--- src/rtl/fetch_q.sv ---
// Instruction fetch stage: issues sequential fetches with bounded outstanding
// requests, queues returned words with their PCs and presents them to decode.
module fetch_q #(
  parameter int unsigned     XLEN     = 32,
  parameter logic [XLEN-1:0] RESET_PC = 32'h0000_0010,
  parameter int unsigned     DEPTH    = 4,
  parameter int unsigned     MAX_OUT  = 2
) (
  input  logic            clk,
  input  logic            clr,
  output logic            mio_req,
  output logic [XLEN-1:0] mio_addr,
  input  logic            mio_ack,
  input  logic            mio_vld,
  input  logic [XLEN-1:0] mio_rdata,
  input  logic            redirect,
  input  logic [XLEN-1:0] redirect_pc,
  output logic            pen,
  input  logic            pen_rdy,
  output logic [XLEN-1:0] pc,
  output logic [XLEN-1:0] next_pc,
  output logic [XLEN-1:0] instr,
  output logic            err
);

  localparam int unsigned     PW      = (DEPTH > 1) ? $clog2(DEPTH) : 1;
  localparam int unsigned     CW      = $clog2(DEPTH + 1);
  localparam int unsigned     SW      = CW + 1;
  localparam logic [SW-1:0]   DEPTH_S = SW'(DEPTH);
  localparam logic [SW-1:0]   MAXO_S  = SW'(MAX_OUT);
  localparam logic [XLEN-1:0] PC_STEP = XLEN'(4);

  typedef struct packed {
    logic [XLEN-1:0] pc;
    logic [XLEN-1:0] word;
  } entry_t;

  logic [XLEN-1:0] fetch_pc_q, fetch_pc_d;
  logic [XLEN-1:0] resp_pc_q, resp_pc_d;
  logic [CW-1:0]   live_q, live_d;
  logic [CW-1:0]   stale_q, stale_d;
  logic [CW-1:0]   count_q, count_d;
  logic [PW-1:0]   rd_ptr_q, rd_ptr_d;
  logic [PW-1:0]   wr_ptr_q, wr_ptr_d;
  logic            err_q, err_d;
  entry_t          head_q, head_d;
  entry_t          mem_q [DEPTH];

  logic [SW-1:0] inflight;
  logic [SW-1:0] occupied;
  logic          issue;
  logic          accept;
  logic          spurious;
  logic          stale_hit;
  logic          live_hit;
  logic          push;
  logic          pop;
  entry_t        push_entry;

  // Credit check: every live fetch is guaranteed a free queue slot on return.
  assign inflight   = {1'b0, live_q} + {1'b0, stale_q};
  assign occupied   = {1'b0, count_q} + {1'b0, live_q};
  assign issue      = !clr && !redirect && (inflight < MAXO_S) && (occupied < DEPTH_S);
  assign accept     = issue && mio_ack;

  assign spurious   = mio_vld && (inflight == '0);
  assign stale_hit  = mio_vld && (stale_q != '0);
  assign live_hit   = mio_vld && (stale_q == '0) && (live_q != '0);
  assign push       = live_hit && !redirect;
  assign pop        = (count_q != '0) && pen_rdy && !redirect;
  assign push_entry = '{pc: resp_pc_q, word: mio_rdata};

  // NOTE: every variable driven here gets a default first so no latch is inferred.
  always_comb begin
    fetch_pc_d = fetch_pc_q;
    resp_pc_d  = resp_pc_q;
    live_d     = live_q;
    stale_d    = stale_q;
    count_d    = count_q;
    rd_ptr_d   = rd_ptr_q;
    wr_ptr_d   = wr_ptr_q;
    err_d      = err_q | spurious;

    if (redirect) begin
      fetch_pc_d = redirect_pc;
      resp_pc_d  = redirect_pc;
      // Fetches still in flight become stale; a response arriving now retires one of them.
      stale_d    = stale_q - CW'(stale_hit) + live_q - CW'(live_hit);
      live_d     = '0;
      count_d    = '0;
      rd_ptr_d   = '0;
      wr_ptr_d   = '0;
    end else begin
      if (accept) fetch_pc_d = fetch_pc_q + PC_STEP;
      if (push)   resp_pc_d  = resp_pc_q + PC_STEP;
      live_d   = live_q + CW'(accept) - CW'(live_hit);
      stale_d  = stale_q - CW'(stale_hit);
      count_d  = count_q + CW'(push) - CW'(pop);
      rd_ptr_d = rd_ptr_q + PW'(pop);
      wr_ptr_d = wr_ptr_q + PW'(push);
    end
  end

  // Head register tracks the entry at the next read pointer; it holds when the queue drains.
  always_comb begin
    head_d = head_q;
    if (!redirect && (count_d != '0)) begin
      if (push && (rd_ptr_d == wr_ptr_q)) head_d = push_entry;
      else                                head_d = mem_q[rd_ptr_d];
    end
  end

  // NOTE: sequential state uses non-blocking assignments so all flops update together.
  always_ff @(posedge clk) begin
    if (clr) begin
      fetch_pc_q <= RESET_PC;
      resp_pc_q  <= RESET_PC;
      live_q     <= '0;
      stale_q    <= '0;
      count_q    <= '0;
      rd_ptr_q   <= '0;
      wr_ptr_q   <= '0;
      err_q      <= 1'b0;
      head_q     <= '0;
    end else begin
      fetch_pc_q <= fetch_pc_d;
      resp_pc_q  <= resp_pc_d;
      live_q     <= live_d;
      stale_q    <= stale_d;
      count_q    <= count_d;
      rd_ptr_q   <= rd_ptr_d;
      wr_ptr_q   <= wr_ptr_d;
      err_q      <= err_d;
      head_q     <= head_d;
    end
  end

  // NOTE: the queue storage has no reset; count_q alone decides which slots are valid.
  always_ff @(posedge clk) begin
    if (push) mem_q[wr_ptr_q] <= push_entry;
  end

  assign mio_req  = issue;
  assign mio_addr = fetch_pc_q;
  assign pen      = (count_q != '0);
  assign pc       = head_q.pc;
  assign instr    = head_q.word;
  assign next_pc  = head_q.pc + PC_STEP;
  assign err      = err_q;

endmodule
--- config.mk ---
export PLATFORM = sky130hd
export DESIGN_NAME = fetch_q
export DESIGN_NICKNAME = d
export VERILOG_FILES = /design/src/rtl/fetch_q.sv
export SDC_FILE = /design/constraint.sdc
export NUM_CORES = 1
export LEC_CHECK = 0
export BUFFER_PORTS_ARGS = -buffer_cell sky130_fd_sc_hd__clkbuf_2
export CAP_MARGIN = 20
export CORE_ASPECT_RATIO = 0.9
export CORE_MARGIN = 2
export CORE_UTILIZATION = 50
export DETAILED_ROUTE_END_ITERATION = 10
export GPL_TIMING_DRIVEN = 0
export PLACE_DENSITY = 0.76
export SLEW_MARGIN = 10
export SYNTH_ARGS = -nofsm -noshare
export SYNTH_HDL_FRONTEND = slang
export SYNTH_SLANG_ARGS = --single-unit
--- constraint.sdc ---
create_clock -name clk -period 18.15 [get_ports clk]
set_input_delay 2.7225 -clock clk [delete_from_list [all_inputs] [get_ports clk]]
set_output_delay 2.7225 -clock clk [all_outputs]
set_load 0.01 [all_outputs]
# Word-level counts from Yosys, hierarchy flattened
# Memories as Yosys holds them, arrays and structs flattened. A register that Yosys moved wholly into a read port is not among the register bits.
# Cells that the tools add are included.
dict set report word_totals {
  rom_bits 0
  mem_count 1
  latchBits 0
  inputBits 70
  register_bits 78
  ramBits 256
  word_cells 58
  output_inout_bits 131
}
# name words width read_ports rd_clocked_by_memory_dff write_ports line
set mem_list {}
lappend mem_list {mem_q 4 64 1 1 1 47} ;# entry_t mem_q [DEPTH];
dict set report classes {
  muxes 9
  n_eq_ne 0
  n_bitwise 1
  n_addsub 14
  n_reduce_logical 23
  shift 0
  multipliers 0
  n_lt_le_gt_ge 2
  div 0
}
# cell n
set op_table {}
lappend op_table {{two-way mux 32 bit} 4}
lappend op_table {{adder 32 x 3 -> 32 bit, second input constant} 3}
lappend op_table {{logical AND 1 bit} 12}
lappend op_table {{nonzero test 3 bit} 4}
lappend op_table {{subtractor 3 x 1 -> 3 bit} 4}
lappend op_table {{adder 3 x 3 -> 4 bit} 2}
lappend op_table {{adder 3 x 1 -> 3 bit} 2}
lappend op_table {{two-way mux 3 bit} 2}
lappend op_table {{adder 2 x 1 -> 2 bit} 2}
lappend op_table {{logical NOT 4 bit} 1}
lappend op_table {{< comparator 4 x 2 -> 1 bit, second input constant} 1}
lappend op_table {{< comparator 4 x 3 -> 1 bit, second input constant} 1}
lappend op_table {{nonzero test 2 bit} 2}
lappend op_table {{adder 3 bit} 1}
lappend op_table {{logical NOT 3 bit} 1}
lappend op_table {{logical NOT 1 bit} 2}
lappend op_table {{two-way mux 1 bit} 2}
lappend op_table {{two-way mux 2 bit} 1}
lappend op_table {{OR reduction 2 bit} 1}
lappend op_table {{bitwise OR 1 bit} 1}

# Logic depth before layout (Yosys ltp)
dict set report depth {
  word_depth 9
  ltp_mapped 15
  depth_no_buf 13
}

# Least setup slack after synthesis
# No wires, ideal clock.
dict set report synth_path {
  kind {input port to flip-flop}
  from {input mio_vld}
  to {memory mem_q[2][0] (netlist bit) (enable)}
  arrival_ns 7.988
  setup_slack_ns 9.584
  required_ns 17.572
  cell_stages 3
  path_buffers 0
  setup_ns 0.578
  cell_sequence {nor4b_4 nand3_2 nor3b_1}
}
dict set report synth_between {
  elab_chain_len 5
}
# element line
set synth_lines {}
lappend synth_lines {{start, declared} 14} ;# input logic mio_vld,
lappend synth_lines {{logical AND 1 bit (2 in a row)} 68} ;# assign live_hit = mio_vld && (stale_q == '0) && (live_q != '0);
lappend synth_lines {{logical AND 1 bit} 69} ;# assign push = live_hit && !redirect;
lappend synth_lines {{two-way mux 1 bit} 140} ;# if (push) mem_q[wr_ptr_q] <= push_entry;
lappend synth_lines {{two-way mux 1 bit (not written as such)} 140}
lappend synth_lines {{end, declared} 47}
# Every way passes these cells.

# Final worst setup path
dict set report layout_path {
  from {input clr}
  to {output mio_req}
}
dict set report layout_between {
  elab_chain_len 4
}
# element line
set layout_lines {}
lappend layout_lines {{start, declared} 10} ;# input logic clr,
lappend layout_lines {{logical NOT 1 bit} 63} ;# assign issue = !clr && !redirect && (inflight < MAXO_S) && (occupied < DEPTH_S);
lappend layout_lines {{logical AND 1 bit (3 in a row)} 63}
lappend layout_lines {{end, declared} 11} ;# output logic mio_req,
# Every way passes these cells.

==> reports/summary.txt <==
Share of synthesized cell area in full adder, half adder and majority cells: 0.0187
Count of antenna diodes in the layout: 0
Main combinational cell family by area after synthesis: simple AND/OR/NAND/NOR gates
Net switching component of the power: 0.449 mW
Number of gates resized after CTS: 0
Half-perimeter wire length after placement: 29100 um
Insertion delay of the later-clocked pin in the worst-skew pair: 0.54 ns
CP Buf/Inv Count: 2
Buffers inserted by post-CTS timing repair: 0
Post-synth EDFFs: 256
Worst clock skew: 0.0111 ns
Number of setup violations in the final report: 0
Minimum period implied by the final worst setup slack: 6.58 ns
Sum Neg Setup Slack: 0 ns
Final antenna-violating net count: 0
Biggest fanout along the worst timing path: 6
Area of the die: 35500 um2
Type of destination of the critical path: output pin
Chain of cells forming the critical path: clkbuf_2 -> nor3_4 -> nand2_1 -> nor4_1 -> clkbuf_2
Vertical extent of the die: 179 um
Mean area per synthesized cell: 14.1 um2
Worst EP arrival: 3.85 ns
Cell type with the highest occurrence count on the critical path: sky130_fd_sc_hd__clkbuf_2
Type of the worst min-delay path: flop to flop
Met3 routing resource usage after global routing: 0.0421
Static leakage power: 7.42 nW
Required time worst endpoint: 15.43 ns
Final standard cell area without fillers: 20200 um2
Cell-internal power: 1.52 mW
Initial DRC Count: 1014
Peak per-stage delay on the critical path: 0.36 ns
Fin. max-slew vios: 0
Slowest cell on crit path: sky130_fd_sc_hd__nor4_1
Fraction of power consumed by combinational cells: 0.061
Setup repair after global routing missed its margin: false
Synth Area in Compound Gates: 0.0884
Cts bufs inserted: 40
# Max-Cap Violations: 0
Mux cell area share after synthesis: 0.0881
Clock transition time at the flip-flop clock pins of the worst setup and hold paths: 0.07 ns
Fin nets: 1558
Power density of the placed cells: 97.4 nW/um2
Antenna violations before repair: 0
Standard cell area after detailed placement: 18800 um2
Gp weighted congestion: 0.925
XOR/XNOR share of the synthesized area: 0.0362
Port-buffer cells: 199
Startpoint type of the worst setup path: primary input
Met1 Use GR: 0.334
GRT Total Usage: 0.236
Core area: 33800 um2
Average wire per standard cell: 21.5 um
Count of final hold-check violations: 0
Fmax achieved: 152 MHz
Family with the most delay on the worst path: simple AND/OR/NAND/NOR gates
Result of the run: finished clean
Gate Count Post-Synth: 1204
Number of buffers on the longest clock path: 3
Fin crit share: 0.362
Vias in the first global route: 11141
DRC violations left: 0
Clock power frac: 0.429
Nets in the synthesized netlist: 1297
Rel. slew slack: 0.294
Final Core Density: 0.598
Crit Path Class: primary input to output pin
Share of synthesized cell area in and, or, nand and nor gates: 0.117
Flop and latch count out of synthesis: 398
CTS Root Cell: sky130_fd_sc_hd__clkbuf_16
Clock Sinks: 398
Most used routing layer: met2
Share of final-layout standard cells stronger than drive strength 1: 0.265
Max VDD drop: 0.0000637 V
First-pass GRT wire length: 63900 um
Primary flip-flop cell chosen by synthesis mapping: sky130_fd_sc_hd__edfxtp_1
FP Rows: 64
Synthesis-to-finish area growth: 18.7%
Horiz. Die Dim: 198 um
TritonCTS clock tree: yes
Total length of routed wires: 42100 um
Aggregate global routing overflow: 0
Met2 Track Usage GR: 0.379
Post-Syn Area: 17000 um2
Via total after detailed routing: 11433
Minimum setup slack among reg-to-reg paths: 14.14 ns
Number of cells in the finished layout apart from fillers: 1959
Register share of total power: 0.510
Part of the Yosys area used for sequential elements: 0.619
Hold buffers post-CTS: 0
DR pass1 iterations: 5
Effective utilization at floorplan: 0.504
Share of synthesized registers carrying an async set or reset: 0
Switching portion of total power: 0.228
# placed instances: 1885
Slew at the pin closest to its max-slew limit: 1.05 ns
YS warnings: 0
Largest net degree at the start of global routing: 40
Vias per cell: 5.84
H-Tree Depth: 2
Boundary pin count: 201
Count of distinct cell types in the synthesized netlist: 69
==> cell type report <==
| type | instances | area, um2 |
|---|---|---|
| buffer | 66 | 405 |
| multi-input combinational | 696 | 5960 |
| timing repair buffer | 219 | 1200 |
| tap | 462 | 578 |
| inverter | 44 | 165 |
| clock inverter | 16 | 156 |
| clock buffer | 58 | 1200 |
| fill | 2618 | 13600 |
| sequential | 398 | 10500 |
==> routing by layer <==
metal  part of all wire  wire length, um
met5                  0                0
met4              0.022              920
met3              0.085             3590
met2               0.46            19400
met1               0.43            18100
==> power groups by stage <==
| stage | Clock (mW) | Sequential, mW | Combinational, mW |
|---|---|---|---|
| global placement | 0 | 1.02 | 0.113 |
| floorplan | 0 | 1.02 | 0.0705 |
| detailed placement | 0 | 1.02 | 0.117 |
| finish | 0.843 | 1.00 | 0.120 |
| CTS | 0.854 | 1.00 | 0.119 |
| global route | 0.889 | 1.01 | 0.132 |
==> through the flow <==
| step | power (mW) | hold WS, ns | setup WS (ns) |
|---|---|---|---|
| after floorplan | 1.09 | 0.475 | 9.58 |
| after global placement | 1.14 | 0.454 | 5.53 |
| after detailed placement | 1.14 | 0.456 | 11.63 |
| after CTS | 1.98 | 0.467 | 11.63 |
| after global routing | 2.03 | 0.477 | 11.48 |
| final | 1.97 | 0.475 | 11.57 |
==> state kept, by name, indices dropped and copies added (netlist names) <==
register	count
rd_ptr_q	2
err	1
count_q	3
live_q	3
pc	32
mio_addr	32
instr	32
resp_pc_q	32
wr_ptr_q	2
stale_q	3
mem_q	256
==> layout by cell type (no fill, tap or decap), types with 13 or more instances in the layout <==
cell type | Yosys | layout
sky130_fd_sc_hd__a21oi_1 | 34 | 33
sky130_fd_sc_hd__buf_4 | 8 | 22
sky130_fd_sc_hd__edfxtp_1 | 256 | 256
sky130_fd_sc_hd__ha_1 | 19 | 19
sky130_fd_sc_hd__xor2_1 | 24 | 24
sky130_fd_sc_hd__a31oi_1 | 13 | 13
sky130_fd_sc_hd__nor3_1 | 20 | 19
sky130_fd_sc_hd__mux4_2 | 60 | 60
sky130_fd_sc_hd__clkbuf_2 | 0 | 199
sky130_fd_sc_hd__nor2_1 | 43 | 42
sky130_fd_sc_hd__clkbuf_1 | 32 | 38
sky130_fd_sc_hd__a221o_1 | 64 | 64
sky130_fd_sc_hd__nand4_1 | 34 | 34
sky130_fd_sc_hd__dfxtp_1 | 142 | 142
sky130_fd_sc_hd__inv_1 | 42 | 42
sky130_fd_sc_hd__nor4_1 | 13 | 13
sky130_fd_sc_hd__nand3_1 | 34 | 34
sky130_fd_sc_hd__clkbuf_16 | 0 | 42
sky130_fd_sc_hd__a21boi_0 | 18 | 18
sky130_fd_sc_hd__nor2b_1 | 68 | 68
sky130_fd_sc_hd__a211oi_1 | 14 | 14
sky130_fd_sc_hd__nand2_1 | 62 | 62
sky130_fd_sc_hd__xnor2_1 | 41 | 41
sky130_fd_sc_hd__and3_1 | 15 | 14
==> worst paths after layout <==
| path | depth (start not counted) | endpoint | from |
|---|---|---|---|
| worst min register to register | 2 | mio_addr[1]$_SDFFE_PP0P_ | mio_addr[1]$_SDFFE_PP0P_ |
| worst min-delay path | 2 | mio_addr[1]$_SDFFE_PP0P_ | mio_addr[1]$_SDFFE_PP0P_ |
| worst max-delay path | 5 | mio_req | clr |
| worst max register to register | 14 | instr[22]$_SDFFE_PP0P_ | live_q[1]$_SDFF_PP0_ |
==> logic make-up (layout without fill, tap and decap cells) <==
family,count (synthesis),after routing
AO/OA/AOI/OAI,193,193
XOR/XNOR,67,67
adder cells (fa/ha/maj),23,23
buffers and inverters,110,403
flip-flops,398,398
multiplexers,68,68
AND/OR/NAND/NOR,345,345
==> cell usage after synthesis (all sizes together), types with 4 or more instances <==
cell type	count	area (um2)
edfxtp	256	7690
dfxtp	142	2840
nor2b	68	425
a221o	64	641
mux4	64	1460
nand2	62	233
inv	44	165
nor2	43	161
xnor2	41	359
nand3	36	190
a21oi	34	170
buf	34	285
nand4	34	213
clkbuf	32	120
xor2	24	210
nor3	23	143
ha	19	238
a21boi	18	135
nor4	18	170
and3	15	93.8
a211oi	14	105
o21ai	14	73.8
a31oi	13	81.3
and2	11	68.8
and4	10	87.6
or3	8	50.1
o311a	5	50.1
fa	4	80.1
nand2b	4	25.0
nor3b	4	40.0
o31ai	4	30.0
==> worst register-to-register path: cells and delay by family, from the launching register on <==
kind	cells	cell delay [ns]
AOI/OAI and AO/OA	2	0.45
buffers and inverters	5	1.22
adders and majority gates	3	0.93
and+or+nand+nor	4	0.86
DFF	1	0.50
Power figures use the tool's default switching activity.
